## src/rtl/chunked_carry_adder_if.sv

```systemverilog
// Operand/result bus for chunked_carry_adder. Optional `sub` port exists only
// when CCA_SUB_MODE_EN is defined.
// Handshake: a transfer happens on a rising edge where valid && ready are both 1;
// the sender holds its payload steady while valid is high and ready is low.
interface chunked_carry_adder_if #(
  parameter int WIDTH = 16
);
  logic             in_valid;
  logic             in_ready;
  logic [WIDTH-1:0] A;
  logic [WIDTH-1:0] B;
  logic             cin;
  logic [WIDTH-1:0] S;
  logic             cout;
  logic             ovf;
  logic             out_valid;
  logic             out_ready;
`ifdef CCA_SUB_MODE_EN
  logic             sub;

  modport slave (
    input  in_valid, A, B, cin, sub, out_ready,
    output in_ready, S, cout, ovf, out_valid
  );
  modport master (
    output in_valid, A, B, cin, sub, out_ready,
    input  in_ready, S, cout, ovf, out_valid
  );
`else
  modport slave (
    input  in_valid, A, B, cin, out_ready,
    output in_ready, S, cout, ovf, out_valid
  );
  modport master (
    output in_valid, A, B, cin, out_ready,
    input  in_ready, S, cout, ovf, out_valid
  );
`endif
endinterface

```

## src/rtl/chunked_carry_adder.sv

```systemverilog
// Multi-cycle adder: adds CHUNK bits per cycle, WIDTH/CHUNK cycles per sum.
// Define CCA_SUB_MODE_EN to add the `sub` input (A + ~B + 1, cin ignored).
module chunked_carry_adder #(
  parameter int WIDTH = 16,
  parameter int CHUNK = 4
) (
  input  logic                 clk,
  input  logic                 rst_n,
  chunked_carry_adder_if.slave bus,
  output logic [1:0]           dbg_state
);

  localparam int N  = WIDTH / CHUNK;
  localparam int KW = (N > 1) ? $clog2(N) : 1;
  localparam logic [KW-1:0]    K_LAST    = KW'(N - 1);
  localparam logic [WIDTH-1:0] LANE_MASK = WIDTH'({CHUNK{1'b1}});

  localparam logic [1:0] IDLE = 2'd0;
  localparam logic [1:0] RUN  = 2'd1;
  localparam logic [1:0] DONE = 2'd2;

  logic [1:0]       state;
  logic [KW-1:0]    k;
  logic [WIDTH-1:0] a_q;
  logic [WIDTH-1:0] b_q;
  logic [WIDTH-1:0] acc;
  logic             carry;
  logic [WIDTH-1:0] s_q;
  logic             cout_q;
  logic             ovf_q;

  logic [31:0]      base;
  logic [CHUNK-1:0] a_sl;
  logic [CHUNK-1:0] b_sl;
  logic [CHUNK:0]   sum_sl;
  logic [WIDTH-1:0] acc_nxt;
  logic             last;
  logic             accept;

  assign base    = 32'(k) * 32'(CHUNK);
  assign a_sl    = CHUNK'(a_q >> base);
  assign b_sl    = CHUNK'(b_q >> base);
  assign sum_sl  = {1'b0, a_sl} + {1'b0, b_sl} + {{CHUNK{1'b0}}, carry};
  assign acc_nxt = (acc & ~(LANE_MASK << base)) | (WIDTH'(sum_sl[CHUNK-1:0]) << base);
  assign last    = (k == K_LAST);

  assign bus.in_ready  = (state == IDLE) && rst_n;
  assign bus.out_valid = (state == DONE);
  assign bus.S         = s_q;
  assign bus.cout      = cout_q;
  assign bus.ovf       = ovf_q;
  assign dbg_state     = state;
  assign accept        = bus.in_valid && bus.in_ready;

  always_ff @(posedge clk) begin
    if (!rst_n) begin
      state  <= IDLE;
      k      <= '0;
      a_q    <= '0;
      b_q    <= '0;
      acc    <= '0;
      carry  <= 1'b0;
      s_q    <= '0;
      cout_q <= 1'b0;
      ovf_q  <= 1'b0;
    end else begin
      case (state)
        IDLE: begin
          if (accept) begin
            a_q   <= bus.A;
            k     <= '0;
            acc   <= '0;
            state <= RUN;
`ifdef CCA_SUB_MODE_EN
            b_q   <= bus.sub ? ~bus.B : bus.B;
            carry <= bus.sub ? 1'b1 : bus.cin;
`else
            b_q   <= bus.B;
            carry <= bus.cin;
`endif
          end
        end
        RUN: begin
          acc   <= acc_nxt;
          carry <= sum_sl[CHUNK];
          k     <= k + KW'(1);
          if (last) begin
            // Carry into the MSB is recovered as a^b^s at that bit position.
            s_q    <= acc_nxt;
            cout_q <= sum_sl[CHUNK];
            ovf_q  <= a_sl[CHUNK-1] ^ b_sl[CHUNK-1] ^ sum_sl[CHUNK-1] ^ sum_sl[CHUNK];
            state  <= DONE;
          end
        end
        DONE: begin
          if (bus.out_ready) begin
            state <= IDLE;
          end
        end
        default: state <= IDLE;
      endcase
    end
  end

endmodule

```

## src/flat_wrapper.sv

```systemverilog
// flat-port wrapper written by rule: the top's interface ports become plain ports
module chunked_carry_adder_flat 
#(
  parameter int WIDTH = 16,
  parameter int CHUNK = 4
)
  (clk, rst_n, dbg_state, bus_in_valid, bus_A, bus_B, bus_cin, bus_out_ready, bus_in_ready, bus_S, bus_cout, bus_ovf, bus_out_valid);
  chunked_carry_adder_if #(.WIDTH(WIDTH)) bus_i ();
  input  logic clk;
  input  logic rst_n;
  output logic [1:0] dbg_state;
  input wire logic [$bits(bus_i.in_valid)-1:0] bus_in_valid;
  input wire logic [$bits(bus_i.A)-1:0] bus_A;
  input wire logic [$bits(bus_i.B)-1:0] bus_B;
  input wire logic [$bits(bus_i.cin)-1:0] bus_cin;
  input wire logic [$bits(bus_i.out_ready)-1:0] bus_out_ready;
  output wire logic [$bits(bus_i.in_ready)-1:0] bus_in_ready;
  output wire logic [$bits(bus_i.S)-1:0] bus_S;
  output wire logic [$bits(bus_i.cout)-1:0] bus_cout;
  output wire logic [$bits(bus_i.ovf)-1:0] bus_ovf;
  output wire logic [$bits(bus_i.out_valid)-1:0] bus_out_valid;
  assign bus_i.in_valid = bus_in_valid;
  assign bus_i.A = bus_A;
  assign bus_i.B = bus_B;
  assign bus_i.cin = bus_cin;
  assign bus_i.out_ready = bus_out_ready;
  assign bus_in_ready = bus_i.in_ready;
  assign bus_S = bus_i.S;
  assign bus_cout = bus_i.cout;
  assign bus_ovf = bus_i.ovf;
  assign bus_out_valid = bus_i.out_valid;
  chunked_carry_adder #(.WIDTH(WIDTH), .CHUNK(CHUNK)) u_core (.clk(clk), .rst_n(rst_n), .bus(bus_i), .dbg_state(dbg_state));
endmodule
```

## config.mk

```make
export PLATFORM = sky130hd
export DESIGN_NAME = chunked_carry_adder_flat
export DESIGN_NICKNAME = d
export VERILOG_FILES = /design/src/rtl/chunked_carry_adder_if.sv /design/src/rtl/chunked_carry_adder.sv /design/src/flat_wrapper.sv
export SDC_FILE = /design/constraint.sdc
export NUM_CORES = 1
export LEC_CHECK = 0
export CORE_MARGIN = 3
export CORE_UTILIZATION = 45
export CTS_CLUSTER_SIZE = 16
export DETAILED_ROUTE_END_ITERATION = 16
export PLACE_DENSITY = 0.7
export SYNTH_ARGS = -nofsm -noshare
export SYNTH_HDL_FRONTEND = slang
export SYNTH_SLANG_ARGS = --single-unit
```

## constraint.sdc

```tcl
create_clock -name clk -period 3.7 [get_ports clk]
set_clock_uncertainty 0.05 [all_clocks]
set_input_delay 0.74 -clock clk [delete_from_list [all_inputs] [get_ports clk]]
set_output_delay 0.74 -clock clk [all_outputs]
set_load 0.1 [all_outputs]
```

# == Word level (Yosys, flattened, before mapping) ==
# Index checks and enable logic that the tools add are counted.
# totals
regBits,71
input_bits,37
output_inout_bits,22
elab_cells,46
# op_classes
add_sub_neg,3
eq_ne,6
n_shift,4
muxes,10
n_bitwise,6
reduce_logical,8
# ops
op,count
case mux 16 bit (2 select lines),1
right shift 16 x 4 -> 4 bit,2
AND 16 bit,1
2-to-1 mux 16 bit,1
NOT 16 bit,1
bitwise OR 16 bit,1
left shift 4 x 4 -> 16 bit,1
left shift 4 x 4 -> 16 bit (first input constant),1
2-to-1 mux 2 bit,4
case mux 2 bit (3 select lines),1
AND reduction 2 bit,3
adder 4 x 4 -> 5 bit,1
adder 5 x 1 -> 5 bit,1
== test 2 bit (second input constant),2
inequality test 2 x 1 -> 1 bit (second input constant),2
case mux 2 bit (2 select lines),1
AND reduction 3 bit,1
bitwise XOR 1 bit,3
adder 2 x 1 -> 2 bit (second input constant),1
== test 2 x 1 -> 1 bit (second input constant),1
logical AND 1 bit,2
zero test 2 bit,1
inequality test 2 bit (second input constant),1
case mux 1 bit (2 select lines),1
2 further kinds,2

# == Longest topological paths before layout ==
# depth
depth_word,6
depth_mapped,9
depth_no_buf,7

# == Worst setup path after synthesis ==
# OpenSTA, ideal clock, no wires.
# synth_path
path_type,reg2out
start,"register u_core.state[1], in the netlist u_core.dbg_state[1]"
end,output port bus_out_valid
arrival_time_ns,2.634
required_ns,2.910
path_slack_ns,0.276
path_stages_with_launch,3
path_buffers,1
path_cell_list,dfxtp_1 > buf_4 > nor2b_1
# synth_via
elab_chain_cells,1
# synth_lines
element,line,source
start: declaration,chunked_carry_adder.sv:22,logic [1:0] state;
start signal: assignment,chunked_carry_adder.sv:57,state <= IDLE;
start signal: assignment,chunked_carry_adder.sv:73,state <= RUN;
start signal: assignment,chunked_carry_adder.sv:92,state <= DONE;
== test 2 bit,chunked_carry_adder.sv:48,assign bus.out_valid = (state == DONE);
end: declaration,flat_wrapper.sv:21,output wire logic [$bits(bus_i.out_valid)-1:0] bus_out_valid;
# Every way passes these cells.

# == Final worst setup path ==
# layout_path
start,register u_core.k[0]
end,register u_core.acc[2]
# layout_via
elab_chain_cells,6
word_cells_on_any_way,10
cone_classes,add/sub (2); shift (4); mux (1); bitwise (3)
# layout_lines
element,line,source
start: declaration,chunked_carry_adder.sv:23,logic [KW-1:0] k;
start signal: assignment,chunked_carry_adder.sv:86,k <= k + KW'(1);
"right shift 16 x 4 -> 4 bit, on equally long branches","chunked_carry_adder.sv:41, chunked_carry_adder.sv:42",
adder 4 x 4 -> 5 bit,chunked_carry_adder.sv:43,"assign sum_sl = {1'b0, a_sl} + {1'b0, b_sl} + {{CHUNK{1'b0}}, carry};"
adder 5 x 1 -> 5 bit,chunked_carry_adder.sv:43,
left shift 4 x 4 -> 16 bit,chunked_carry_adder.sv:44,assign acc_nxt = (acc & ~(LANE_MASK << base)) | (WIDTH'(sum_sl[CHUNK-1:0]) << base);
bitwise OR 16 bit *,chunked_carry_adder.sv:44,
case mux 16 bit (2 select lines) *,chunked_carry_adder.sv:67,case (state)
end signal: assignment,chunked_carry_adder.sv:84,acc <= acc_nxt;
end: declaration,chunked_carry_adder.sv:26,logic [WIDTH-1:0] acc;
# Every way passes the cells marked *; elsewhere a longest branch is shown, timed or not.
# A chain may end at the register's enable or synchronous reset.

==> metrics <==
Yosys cell types 39; standby leakage power ~1.5 nW; vias per std cell a little over 5; Tmin final approximately 3000 ps; Seq/Total Area, Yosys about 43%; initial antenna violation count 0; WS Path Type flop to flop; fin area a little under 0.004 mm^2; Post-Route Setup TNS 0 ps; Design Power between 1.5 and 2 mW; top cell type by total area after synthesis dfxtp_1; fmax 0.3332 GHz; core box area 0.006568 mm^2; yosys warns 0; area grow syn2layout 24.42%; placed instance area between 0.003 and 0.004 mm^2; Nets 443; clock latency on the worst-skew pair roughly 350 ps; total grt overflow 0; TritonRoute pass-1 iters 4; post-CTS setup buffers 0; Buf+Inv Stages, Crit Path 0; HP Class flop to flop; crit-path cells mux4_2, fa_1, fa_1, xor2_1, a21oi_1, o22ai_1, and2_1; Longest Clk Path Bufs 2; RSZ-0062 raised after global routing no; top cell family by delay on the critical path adder cells; violation count after the first detailed-route iteration 182; Reg clk slew, reported paths roughly 80 ps; final worst path period share 81.11%; # port buffers between 50 and 60; drt drc 0; first-pass GRT wire length 11,530 um; Synth Instances between 300 and 400; post-CTS sizing 0; endpoints failing setup 0; maximum vdd drop ~0.2 mV; # H-tree levels 3; Synth Cell Area ~0.0032 mm^2; Rows 29; Initial Util a little under half; die height between 80 and 90 um; crit-path most repeated cell fa_1; wire per inst between 10 and 15 um; crit end category flop; synthesized net count 399; cts bufs inserted 9; Main synth FF type dfxtp_1; vias in the first global route 2,455; gr usage total around a fifth; Final HPWL DP ~4700 um; Mean Syn Cell Area 8.925 um^2; CP startpoint kind flop; Hold Buf Count CTS 0; worst stage delay on the critical path 570 ps; clock sink count 67; Rel. slew slack between 20% and 30%; die area just over 0.008 mm^2; EDFF count, synth 0; Required @ worst endpoint around 4000 ps; via count 2,566; diodes inserted 0; PwrDens 421.5 mW/mm^2; final max-slew violation count 0; die width approximately 90 um; Async S/R FF share, synth 0%; crit-path max FO 6; share of cells above drive strength 1 between 8 and 9%; GPL Wtd Cong roughly 0.84; Top Ports about 60; maximum number of pins on one net before global-route repair 62; worst slew pin tran around 1200 ps; WP data arrival approximately 3300 ps; share of the synthesized area in the top cell type 42.57%; CP max stage cell mux4_2; top area cells in the synthesized netlist dfxtp_1 43%, nand2_1 11%, a21boi_1 7.4%, mux4_2 5.7%, ha_1 2.8%; outcome finished, final reports clean; Final Hold Viols 0; TritonCTS clock tree built; max_cap viols 0; fill count about 590; antenna-violating nets left 0; clk root buf clkbuf_8; Post-Route WL a little under 7000 um; Yosys reg bits 67
==> final timing paths <==
| check | from | endpoint | slack [ps] | cells past startpoint |
|---|---|---|---|---|
| setup / recovery | u_core.k[0] | u_core.acc[2] | 700 | 7 |
| hold / removal | u_core.b_q[12] | u_core.b_q[12] | 400 | 2 |
| setup reg to reg | u_core.k[0] | u_core.acc[2] | 700 | 7 |
| hold reg to reg | u_core.b_q[12] | u_core.b_q[12] | 400 | 2 |
==> cells by family after synthesis <==
logic type	after synthesis	share of synthesized area [%]
adders and majority gates	9	4.051
muxes	8	5.719
xor gates and xnor gates	3	0.8341
AOI/OAI and AO/OA	96	21.64
DFF	67	42.57
buffers and inverters	37	6.315
and+or+nand+nor	133	18.86
==> worst register-to-register path, cell delays in order, from the launching register on <==
cell	delay [ps]
dfxtp_1	530
mux4_2	570
fa_1	450
fa_1	430
xor2_1	420
a21oi_1	180
o22ai_1	180
and2_1	150
==> sequential cells by signal, indices dropped and copies added, names as in the netlist <==
name              flops
u_core.bus.cout       1
u_core.k              2
u_core.bus.ovf        1
u_core.acc           12
u_core.carry          1
u_core.a_q           16
u_core.bus.S         16
u_core.b_q           16
u_core.dbg_state      2
==> power by group <==
part	switching, mW	internal, mW	total [mW]
sequential	0.0194	0.743	0.762
clock	0.290	0.397	0.688
combinational	0.113	0.0897	0.202
total	0.422	1.23	1.65
==> stage by stage <==
stage          util (%)  setup slack (ps)  hold WS [ps]  std cells
3_3_place_gp      56.24             808.2         390.2        479
6_report          59.69             699.0         399.5        495
3_5_place_dp      56.24             748.2         391.9        479
5_1_grt           59.69             526.7         427.3        495
2_1_floorplan         -             276.0         381.9        353
4_1_cts           59.69             688.9         402.2        495
==> Yosys cell counts, drive strengths merged, types with 4 or more instances <==
master / n
ha: 7
o211a: 8
a21oi: 16
o21ai: 9
buf: 20
nand3: 7
clkbuf: 9
mux4: 8
dfxtp: 67
and2: 7
a22oi: 4
inv: 8
o22ai: 7
nand4: 4
nor2b: 9
a21boi: 38
nor2: 8
nand2: 90
==> metal layers <==
layer  up-vias  wire, um  global-route usage (%)
met3         7       435                   6.204
met4         0        95                   6.225
met5         -         0                       0
met2        72      2948                   26.80
met1      1185      3456                   26.64
li1       1302         -                       -
==> layout by cell type, fill, tap and decap left out, types with 9 or more instances in the layout <==
master	netlist	layout
nand2_1	89	89
dfxtp_1	67	67
clkdlybuf4s50_1	0	53
a21boi_1	31	31
a21oi_1	15	15
clkbuf_8	0	10
nor2b_1	9	9
==> cell type report <==
class / instances / area [um^2] / area share [%]
Timing Repair Buffer: 62 / 595.6 / 15.19
Multi-Input combinational cell: 249 / 1610 / 41.08
Sequential cell: 67 / 1341 / 34.22
Clock buffer: 10 / 137.6 / 3.511
Inverter: 8 / 30.03 / 0.7660
Clock inverter: 6 / 88.84 / 2.266
Tap cell: 93 / 116.4 / 2.968
No activity file was read; power rests on OpenSTA's default activity.
